--- src/rtl/lif_pkg.sv ---
// Shared types and arithmetic helpers for the leaky integrate-and-fire neuron array.
package lif_pkg;

    // A neuron is REFRACTORY exactly while its refractory counter is non-zero.
    typedef enum logic {
        ACTIVE     = 1'b0,
        REFRACTORY = 1'b1
    } neuron_state_e;

    localparam int CNT_WIDTH = 16;

    // Clamp a signed sum into the unsigned membrane range [0, v_max].
    function automatic int sat_clamp(input int sum, input int v_max);
        if (sum < 0) begin
            return 0;
        end
        if (sum > v_max) begin
            return v_max;
        end
        return sum;
    endfunction

    // Unsigned potential plus a sign-extended weight, saturated to [0, v_max].
    function automatic int sat_add(input int v, input int w, input int v_max);
        return sat_clamp(v + w, v_max);
    endfunction

    // Number of set bits in a vector of up to 32 bits (zero-extend narrower vectors).
    function automatic int popcount(input logic [31:0] vec);
        int n;
        n = 0;
        for (int i = 0; i < 32; i++) begin
            n += int'(vec[i]);
        end
        return n;
    endfunction

endpackage

--- src/rtl/lif_neuron_cell.sv ---
// One leaky integrate-and-fire neuron: membrane potential, refractory counter,
// accumulate / leak / threshold-compare logic and a combinational fire strobe.
module lif_neuron_cell
    import lif_pkg::*;
#(
    parameter int V_WIDTH    = 8,
    parameter int W_WIDTH    = 4,
    parameter int LEAK_SHIFT = 3,
    parameter int REFRAC     = 2
) (
    input  logic                      clk,
    input  logic                      rst_n,
    input  logic                      acc_i,      // weighted spike addressed to this neuron
    input  logic signed [W_WIDTH-1:0] wspike_i,
    input  logic                      tick_i,
    input  logic [15:0]               rec_add_i,  // recurrent contribution, already gated by i_recc
    input  logic [V_WIDTH-1:0]        thres_i,
    output logic [V_WIDTH-1:0]        v_o,
    output logic                      spike_o     // fires on the tick edge that samples it
);

    // Keep a 1-bit counter when refractory is disabled so widths stay legal.
    localparam int R_WIDTH = (REFRAC > 0) ? $clog2(REFRAC + 1) : 1;
    localparam int V_MAX   = (1 << V_WIDTH) - 1;

    logic [V_WIDTH-1:0] v_q, v_d;
    logic [R_WIDTH-1:0] refr_q, refr_d;
    neuron_state_e      state;
    int                 in_w;
    int                 a_sum;
    int                 leaked;

    assign state = (refr_q != '0) ? REFRACTORY : ACTIVE;
    assign v_o   = v_q;

    // Next-state logic: accumulate between ticks, integrate/leak/fire on a tick.
    always_comb begin
        // NOTE: every signal assigned here gets a default first so no latch is inferred.
        v_d     = v_q;
        refr_d  = refr_q;
        spike_o = 1'b0;
        // Input to a refractory neuron is dropped.
        in_w    = (acc_i && state == ACTIVE) ? int'(wspike_i) : 0;
        // Single saturation over potential, same-cycle input and recurrent feedback.
        a_sum   = sat_add(int'(v_q), in_w + (tick_i ? int'(rec_add_i) : 0), V_MAX);
        leaked  = a_sum - (a_sum >>> LEAK_SHIFT);

        if (tick_i) begin
            if (state == REFRACTORY) begin
                refr_d = refr_q - R_WIDTH'(1);
                v_d    = '0;
            end else if (leaked >= int'(thres_i)) begin
                spike_o = 1'b1;
                v_d     = '0;
                refr_d  = R_WIDTH'(REFRAC);
            end else begin
                v_d = V_WIDTH'(leaked);
            end
        end else if (state == ACTIVE && acc_i) begin
            v_d = V_WIDTH'(a_sum);
        end
    end

    // Potential and refractory state registers.
    always_ff @(posedge clk or negedge rst_n) begin
        if (!rst_n) begin
            v_q    <= '0;
            refr_q <= '0;
        end else begin
            // NOTE: sequential state uses non-blocking assignments so all flops update together.
            v_q    <= v_d;
            refr_q <= refr_d;
        end
    end

endmodule

--- src/rtl/lif_neuron_array.sv ---
// Array of N leaky integrate-and-fire neurons sharing one weighted-spike bus,
// one programmable threshold and one timestep strobe, with optional recurrence.
module lif_neuron_array
    import lif_pkg::*;
#(
    parameter int N_NEURONS  = 4,
    parameter int V_WIDTH    = 8,
    parameter int W_WIDTH    = 4,
    parameter int LEAK_SHIFT = 3,
    parameter int REFRAC     = 2,
    parameter int THRES_INIT = 32,
    parameter int REC_WEIGHT = 4
) (
    input  logic                         clk,
    input  logic                         rst_n,
    input  logic                         i_svalid,
    input  logic [$clog2(N_NEURONS)-1:0] i_nid,
    input  logic [W_WIDTH-1:0]           i_wspike,
    input  logic                         i_tick,
    input  logic                         i_recc,
    input  logic                         i_Thres_valid,
    input  logic [V_WIDTH-1:0]           i_Thres,
    output logic [V_WIDTH-1:0]           o_V,
    output logic [N_NEURONS-1:0]         o_spike,
    output logic                         o_spike_valid,
    output logic [CNT_WIDTH-1:0]         o_spike_cnt
);

    logic [V_WIDTH-1:0]   thres_q;
    logic [V_WIDTH-1:0]   v_all [N_NEURONS];
    logic [N_NEURONS-1:0] acc_sel;
    logic [N_NEURONS-1:0] spike_now;
    logic [N_NEURONS-1:0] spike_q;
    logic                 spike_valid_q;
    logic [CNT_WIDTH-1:0] cnt_q;
    logic [CNT_WIDTH:0]   cnt_sum;
    logic [V_WIDTH-1:0]   v_sel;
    logic [V_WIDTH-1:0]   o_v_q;
    logic [15:0]          rec_add;

    // Recurrent drive from the spike vector registered before this edge.
    always_comb begin
        rec_add = i_recc ? 16'(REC_WEIGHT * popcount(32'(spike_q))) : '0;
    end

    // Potential of the addressed neuron; out-of-range ids read as zero.
    always_comb begin
        v_sel = '0;
        if (int'(i_nid) < N_NEURONS) begin
            v_sel = v_all[i_nid];
        end
    end

    // Spike counter increment with headroom bit for saturation.
    always_comb begin
        cnt_sum = {1'b0, cnt_q} + (CNT_WIDTH + 1)'(popcount(32'(spike_now)));
    end

    for (genvar g = 0; g < N_NEURONS; g++) begin : g_cell
        assign acc_sel[g] = i_svalid && (int'(i_nid) == g);

        lif_neuron_cell #(
            .V_WIDTH   (V_WIDTH),
            .W_WIDTH   (W_WIDTH),
            .LEAK_SHIFT(LEAK_SHIFT),
            .REFRAC    (REFRAC)
        ) u_cell (
            .clk      (clk),
            .rst_n    (rst_n),
            .acc_i    (acc_sel[g]),
            .wspike_i (i_wspike),
            .tick_i   (i_tick),
            .rec_add_i(rec_add),
            .thres_i  (thres_q),
            .v_o      (v_all[g]),
            .spike_o  (spike_now[g])
        );
    end

    // Threshold, output spike vector, spike counter and potential readback.
    always_ff @(posedge clk or negedge rst_n) begin
        if (!rst_n) begin
            thres_q       <= V_WIDTH'(THRES_INIT);
            spike_q       <= '0;
            spike_valid_q <= 1'b0;
            cnt_q         <= '0;
            o_v_q         <= '0;
        end else begin
            o_v_q         <= v_sel;
            spike_valid_q <= i_tick;
            if (i_Thres_valid) begin
                thres_q <= i_Thres;
            end
            if (i_tick) begin
                spike_q <= spike_now;
                cnt_q   <= cnt_sum[CNT_WIDTH] ? '1 : cnt_sum[CNT_WIDTH-1:0];
            end
        end
    end

    assign o_V           = o_v_q;
    assign o_spike       = spike_q;
    assign o_spike_valid = spike_valid_q;
    assign o_spike_cnt   = cnt_q;

endmodule

--- config.mk ---
export PLATFORM = sky130hd
export DESIGN_NAME = lif_neuron_array
export DESIGN_NICKNAME = d
export VERILOG_FILES = /design/src/rtl/lif_pkg.sv /design/src/rtl/lif_neuron_cell.sv /design/src/rtl/lif_neuron_array.sv
export SDC_FILE = /design/constraint.sdc
export NUM_CORES = 1
export LEC_CHECK = 0
export ABC_AREA = 1
export CAP_MARGIN = 20
export CORE_MARGIN = 8
export CORE_UTILIZATION = 52
export CTS_BUF_LIST = sky130_fd_sc_hd__clkbuf_4
export DETAILED_ROUTE_END_ITERATION = 10
export PLACE_DENSITY = 0.74
export SLEW_MARGIN = 5
export SYNTH_ARGS = -nofsm -noshare
export SYNTH_HDL_FRONTEND = slang
export SYNTH_SLANG_ARGS = --single-unit
--- constraint.sdc ---
create_clock -name clk -period 10.34 [get_ports clk]
set_clock_uncertainty 0.15 [all_clocks]
set_input_delay 3.102 -clock clk [delete_from_list [all_inputs] [get_ports clk]]
set_output_delay 3.102 -clock clk [all_outputs]
set_load 0.005 [all_outputs]
* Word level (Yosys, flattened, before mapping)
Cells that the tools add are included.
W data, S select, Z words.
** Storage, ports and cells
- Bits in registers :: 77
- Input bits :: 20
- Logic and storage cells :: 156
** Cells by class
- Add/sub/neg operators :: 23
- $lt $le $gt $ge :: 13
- Equal/unequal tests :: 3
- Muxes and demuxes :: 74
- Bitwise operators :: 5
- Reduce and logical (&&, ||, !) cells :: 25
** Operators with widths (number)
- $mux W32 :: 12
- $mux W8 :: 22
- $add A9 B32 Y32 :: 4
- $ge A32 B9 Y1 :: 4
- $gt A32 B9 Y1 const B :: 4
- $lt A32 B1 Y1 const B :: 4
- $sub A32 B29 Y32 :: 4
- $add A32 B32 Y32 :: 2
- $add A32 B7 Y32 :: 2
- $mux W1 :: 28
- $reduce_bool A2 Y1 :: 12
- $add A16 B4 Y17 :: 1
- $bmux W8 S2 :: 1
- $mux W16 :: 1
- $mux W2 :: 8
- $mux W6 :: 2
- $add A3 B1 Y4 :: 2
- $logic_and A1 B1 Y1 :: 8
- $reduce_and A2 Y1 :: 4
- $sub A2 B1 Y2 const B :: 4
- $add A2 B1 Y3 :: 2
- $add A1 B1 Y2 :: 2
- $eq A2 B2 Y1 const B :: 2
- $not A1 Y1 :: 4
- 4 further kinds :: 4

* Depth between registers and ports, before layout
- Word-level depth :: 22
- Depth in mapped cells :: 60
- Gate-level depth less buffers :: 60

* Hierarchy
From an unflattened synthesis, not the netlist that was laid out.
** Second synthesis, totals
- Cells, all modules :: 3650
- Area total of the unflattened synthesis :: 20747.4 um^2
** Modules (own cells, without submodules)
- lif_neuron_cell at g_cell[1].u_cell ... :: times used 3, cells an instance 845, area each 4628.2 um^2
- lif_neuron_cell at g_cell[0].u_cell :: times used 1, cells an instance 880, area each 4794.6 um^2
- lif_neuron_array :: times used 1, cells an instance 235, area each 2068.2 um^2

* Worst setup path after synthesis
OpenSTA, ideal clock, no wires.
- Path type :: input port to flip-flop
- Start :: in i_tick
- End :: reg cnt_q[14] (netlist: o_spike_cnt[14])
- Data arrival time :: 11123 ps
- Data required time :: 10056 ps
- Slack :: -1066 ps
- Stages :: 52
- Path through :: clkbuf_1 -> buf_2 -> clkbuf_1 -> nand2_1 -> nor2_1 -> fa_1 -> ha_1 -> o21ai_1 -> o21ai_0 -> nand2_1 -> nand2_1 -> a21oi_2 -> nor3_1 -> inv_1 -> ha_1 -> nand2_1 -> nor4_1 -> nand4_1 -> [... 16 more ...] -> nor2_1 -> nand3_1 -> nand2_2 -> nand2_1 -> nand2_1 -> nor2_1 -> fa_1 -> inv_1 -> fa_1 -> inv_1 -> fa_1 -> inv_1 -> nor4_1 -> nand3_1 -> nor2_1 -> nand2_1 -> o21ai_0 -> nand3b_1
** RTL lines
- from (decl) :: line lif_neuron_array.sv:19 : input logic i_tick,
- $mux W6 :: line lif_neuron_cell.sv:45 : a_sum = sat_add(int'(v_q), in_w + (tick_i ? int'(rec_add_i) : 0), V_MAX);
- $add A32 B7 Y32 :: line lif_neuron_cell.sv:45
- $add A9 B32 Y32 :: line lif_pkg.sv:25 : return sat_clamp(v + w, v_max);
- $gt A32 B9 Y1 :: line lif_pkg.sv:17 : if (sum > v_max) begin
- $mux W1 (2 in a row) :: line lif_pkg.sv:17
- $mux W32 :: line lif_pkg.sv:20 : return sum;
- $mux W32 :: line lif_pkg.sv:17
- $sub A32 B29 Y32 :: line lif_neuron_cell.sv:46 : leaked = a_sum - (a_sum >>> LEAK_SHIFT);
- $ge A32 B9 Y1 :: line lif_neuron_cell.sv:52 : end else if (leaked >= int'(thres_i)) begin
- $mux W1 :: line lif_neuron_cell.sv:52
- $mux W1 :: line lif_neuron_cell.sv:49 : if (state == REFRACTORY) begin
- $mux W1 (*) :: line lif_neuron_cell.sv:48 : if (tick_i) begin
- net g_cell[2].u_cell.spike_o :: line lif_neuron_cell.sv:19 : output logic spike_o
- $add A2 B1 Y3 (*) :: line lif_pkg.sv:33 : n += int'(vec[i]);
- $add A3 B1 Y4 (*) :: line lif_pkg.sv:33
- $add A16 B4 Y17 (*) :: line lif_neuron_array.sv:56 : cnt_sum = {1'b0, cnt_q} + (CNT_WIDTH + 1)'(popcount(32'(spike_now)));
- $mux W16 (*) :: line lif_neuron_array.sv:96 : cnt_q <= cnt_sum[CNT_WIDTH] ? '1 : cnt_sum[CNT_WIDTH-1:0];
- to (signal assigned) :: line lif_neuron_array.sv:96
- to (decl) :: line lif_neuron_array.sv:35 : logic [CNT_WIDTH-1:0] cnt_q;
Mark *: on every way through the listed nets, which the timed path passes. The rest lies on a longest branch. The select of a mux whose other input is x is not followed.
A chain may end at the register's enable or synchronous reset.

* Worst setup path in the final report
- Start :: in i_nid[1]
- End :: reg cnt_q[14] (netlist: o_spike_cnt[14])
** Between the ends
- Cells in the longest elaborated chain, start to end :: 21
** RTL lines
- from (decl) :: line lif_neuron_array.sv:17 : input logic [$clog2(N_NEURONS)-1:0] i_nid,
- $logic_not A2 Y1 (*) :: line lif_neuron_array.sv:60 : assign acc_sel[g] = i_svalid && (int'(i_nid) == g);
- $logic_and A1 B1 Y1 (*) :: line lif_neuron_array.sv:60
- $logic_and A1 B1 Y1 (*) :: line lif_neuron_cell.sv:43 : in_w = (acc_i && state == ACTIVE) ? int'(wspike_i) : 0;
- $mux W32 (*) :: line lif_neuron_cell.sv:43
- $add A32 B32 Y32 (*) :: line lif_neuron_cell.sv:45
- $add A9 B32 Y32 (*) :: line lif_pkg.sv:25
- $gt A32 B9 Y1 :: line lif_pkg.sv:17
- $mux W1 (2 in a row) :: line lif_pkg.sv:17
- [... 5 more ...]
- $mux W1 (*) :: line lif_neuron_cell.sv:49
- $mux W1 (*) :: line lif_neuron_cell.sv:48
- net g_cell[0].u_cell.spike_o :: line lif_neuron_cell.sv:19
- $add A1 B1 Y2 (*) :: line lif_pkg.sv:33
- $add A2 B1 Y3 (*) :: line lif_pkg.sv:33
- $add A3 B1 Y4 (*) :: line lif_pkg.sv:33
- $add A16 B4 Y17 (*) :: line lif_neuron_array.sv:56
- $mux W16 (*) :: line lif_neuron_array.sv:96
Marks and branches as above.

==> impl_metrics.ini <==
[outcome]
outcome = finished with violations
violations = negative setup slack

[critical_path]
end_kind = flop
start_kind = primary input
critical_path.max_stage_delay_ns = 0.52
cp_common_cell = buf_4
arrival_ns = 11.02
slowest_stage = fa_1
path_max_fanout = 6
worstPathRequired_ns = 10.62
critPathKind = in2reg

[global_route]
grt_max_degree = 78
grt-ovfl-total = 0
grt_pass1_vias = 18622
grt.met2_usage_pct = 44.3
grt_first_pass_wirelength_mm = 87.7
grtUsageTotal_pct = 27.1
grt_busiest_layer = met2
globalRouteMet1Util_pct = 37.2
grtUsageMet3_pct = 5.12
antenna_found_initial = 0

[timing]
fin_ws_ns = -0.394
worst_pin_slew_ns = 0.680
rsz0062_at_grt = true
period_share_pct = 104
slew_violations = 0
layout_min_cycle_time_ns = 10.73
setup_viol = 16
finalHoldViolations = 0
fmax_mhz = 93.2
max_slew_margin_pct = 54.7

[power]
ir_drop_mv = 0.251
p_total_w = 0.00655
power_density_mw_per_mm2 = 293
p_leak_nw = 13.4

[finish]
area_growth_syn_to_layout_pct = 31.6
nets = 3801
seqCellArea_mm2 = 0.00193
fillCellCount = 2948
fin_area_mm2 = 0.0224
final_util_pct = 69.2
multi_input_area_mm2 = 0.0144
fin_cells = 3966
drive_gt1_share_pct = 19.4

[floorplan]
rows = 66
floorplan.initialDensity_pct = 52.6
design.core.area_mm2 = 0.0324
die_h_um = 197
die_w_um = 197
io_pins = 49
dieArea_mm2 = 0.0388

[synth]
synth.top_cell.area_share_pct = 23.4
synth_cells = 2942
synth_edf_count = 0
synth_top_area_cell = nand2_1
yosys.cell_count.top_type = nand2_1
synthDistinctLibCells = 50
synth-async-reset-ratio_pct = 100
ys_ff_latch = 77
synthFlopType = dfrtp_1
yosysWarnings = 0
ys_seq_area_share_pct = 11.3
syn_avg_cell_area_um2 = 5.79
synthTopCellsByCount = nand2_1, inv_1, ha_1
synth_area_mm2 = 0.0170
synth_area_leaders = nand2_1, ha_1, inv_1

[clock_tree]
cts_tree = done
cts.sinks = 77
path_clk_slew_ns = 0.13
clk_latency_ns = 0.50
clock_path_buffers = 2
cts_buffers = 9
cts_root_buf = clkbuf_4
htree_levels = 3
holdBufCountCts = 0

[place]
dpl_cell_area_mm2 = 0.0212
place_ws_ns = -1.63
port_buffers = 48
placed_cells = 3904
gp_congestion = 0.951
dp_hpwl_mm = 44.2

[detailed_routing]
antenna_left = 0
remaining_drc_errors = 0
via_per_inst = 5.05
routed_wl_mm = 54.8
post_drt_wl_per_cell_um = 13.8
drtPass1Iterations = 6
drtIter0Drc = 1643
via_count = 20048

[flow_run]
max-cap-violations = 0

[min_path]
hp-class = reg2reg
state kept, by name, indices dropped and copies added, names as in the netlist:
register / count
g_cell.u_cell.v_o: 32
o_spike_cnt: 16
g_cell.u_cell.refr_q: 8
o_V: 8
thres_q: 8
o_spike: 4
o_spike_valid: 1
worst max-delay path: cells and delay by family:
family          cells  cell delay, ns
compound gates      4            0.64
xor+xnor            2            0.33
fa+ha+maj           7            2.48
buf+inv            24            2.63
simple gates       20            1.81
cell type report:
type / instances / area share [%]
Inverter: 566 / 9.52
Sequential cell: 77 / 8.61
Tap cell: 442 / 2.47
Antenna cell: 1 / 0.0112
Clock inverter: 6 / 0.285
Clock buffer: 10 / 0.335
Multi-Input combinational cell: 2454 / 64.1
Timing Repair Buffer: 410 / 14.6
per-layer routing:
layer / vias to the layer above / share of wire [%]
li1: 10239 / -
met1: 9130 / 46
met2: 614 / 45
met3: 65 / 7.4
met4: 0 / 1.4
met5: - / 0
cells by family after synthesis:
| family | Yosys count | share of synthesized area [%] |
|---|---|---|
| buf+inv | 581 | 12.9 |
| fa+ha+maj | 263 | 20.4 |
| flops | 77 | 11.3 |
| compound gates | 277 | 8.81 |
| other cells | 2 | 0.0441 |
| mux | 1 | 0.0662 |
| xor+xnor | 62 | 3.19 |
| simple gates | 1679 | 43.3 |
where the power goes:
part	internal, W	leakage, nW	switching [W]
logic	0.00276	12.4	0.00306
clock network	0.0000757	0.0724	0.000129
registers	0.000404	0.962	0.000122
total	0.00324	13.4	0.00331
what timing repair did:
action                     4_1_cts  5_1_grt
gates cloned                     1        0
pin swaps                       51       52
setup endpoints to repair       16       16
resized for setup               92      108
setup buffers                   32       13
final timing paths:
check | start | endpoint | slack [ns] | cells past startpoint
worst max-delay path | i_nid[1] | o_spike_cnt[14]$_DFFE_PN0P_ | -0.39 | 57
worst min-delay path | g_cell[3].u_cell.refr_q[0]$_DFFE_PN0P_ | g_cell[3].u_cell.refr_q[0]$_DFFE_PN0P_ | 0.34 | 2
worst max register to register | o_spike[0]$_DFFE_PN0P_ | o_spike_cnt[14]$_DFFE_PN0P_ | 1.08 | 54
worst min register to register | g_cell[3].u_cell.refr_q[0]$_DFFE_PN0P_ | g_cell[3].u_cell.refr_q[0]$_DFFE_PN0P_ | 0.34 | 2
max in group asynchronous | rst_n | thres_q[5]$_DFFE_PN1P_ | 7.05 | 2
min in group asynchronous | rst_n | g_cell[2].u_cell.v_o[7]$_DFFE_PN0P_ | 2.31 | 1
layout by cell type, fill, tap and decap left out, types with 17 or more instances in the layout:
master and count:
nand2_1 1023, inv_1 532, buf_4 348, ha_1 224
conb_1 172, nor2_1 158, nand3_1 158, a21oi_1 139
dfrtp_1 76, nand4_1 74, nand2_2 69, o21ai_0 51
nor2_2 40, clkdlybuf4s50_1 39, xor2_1 34, inv_2 30
nand3_2 25, and2_1 23, nand3b_1 21, o21ai_2 20
nor2_4 19, nor3_1 18, fa_1 18, o21ai_1 17
xnor2_1 17
stage by stage:
step	hold WS [ns]	TNS, ns
detailed placement	0.312	-23.84
finish	0.342	-5.64
global route	0.382	-10.39
CTS	0.344	-5.01
floorplan	0.292	-4.17
global placement	0.304	-19.00
No activity file was read; power rests on OpenSTA's default activity.
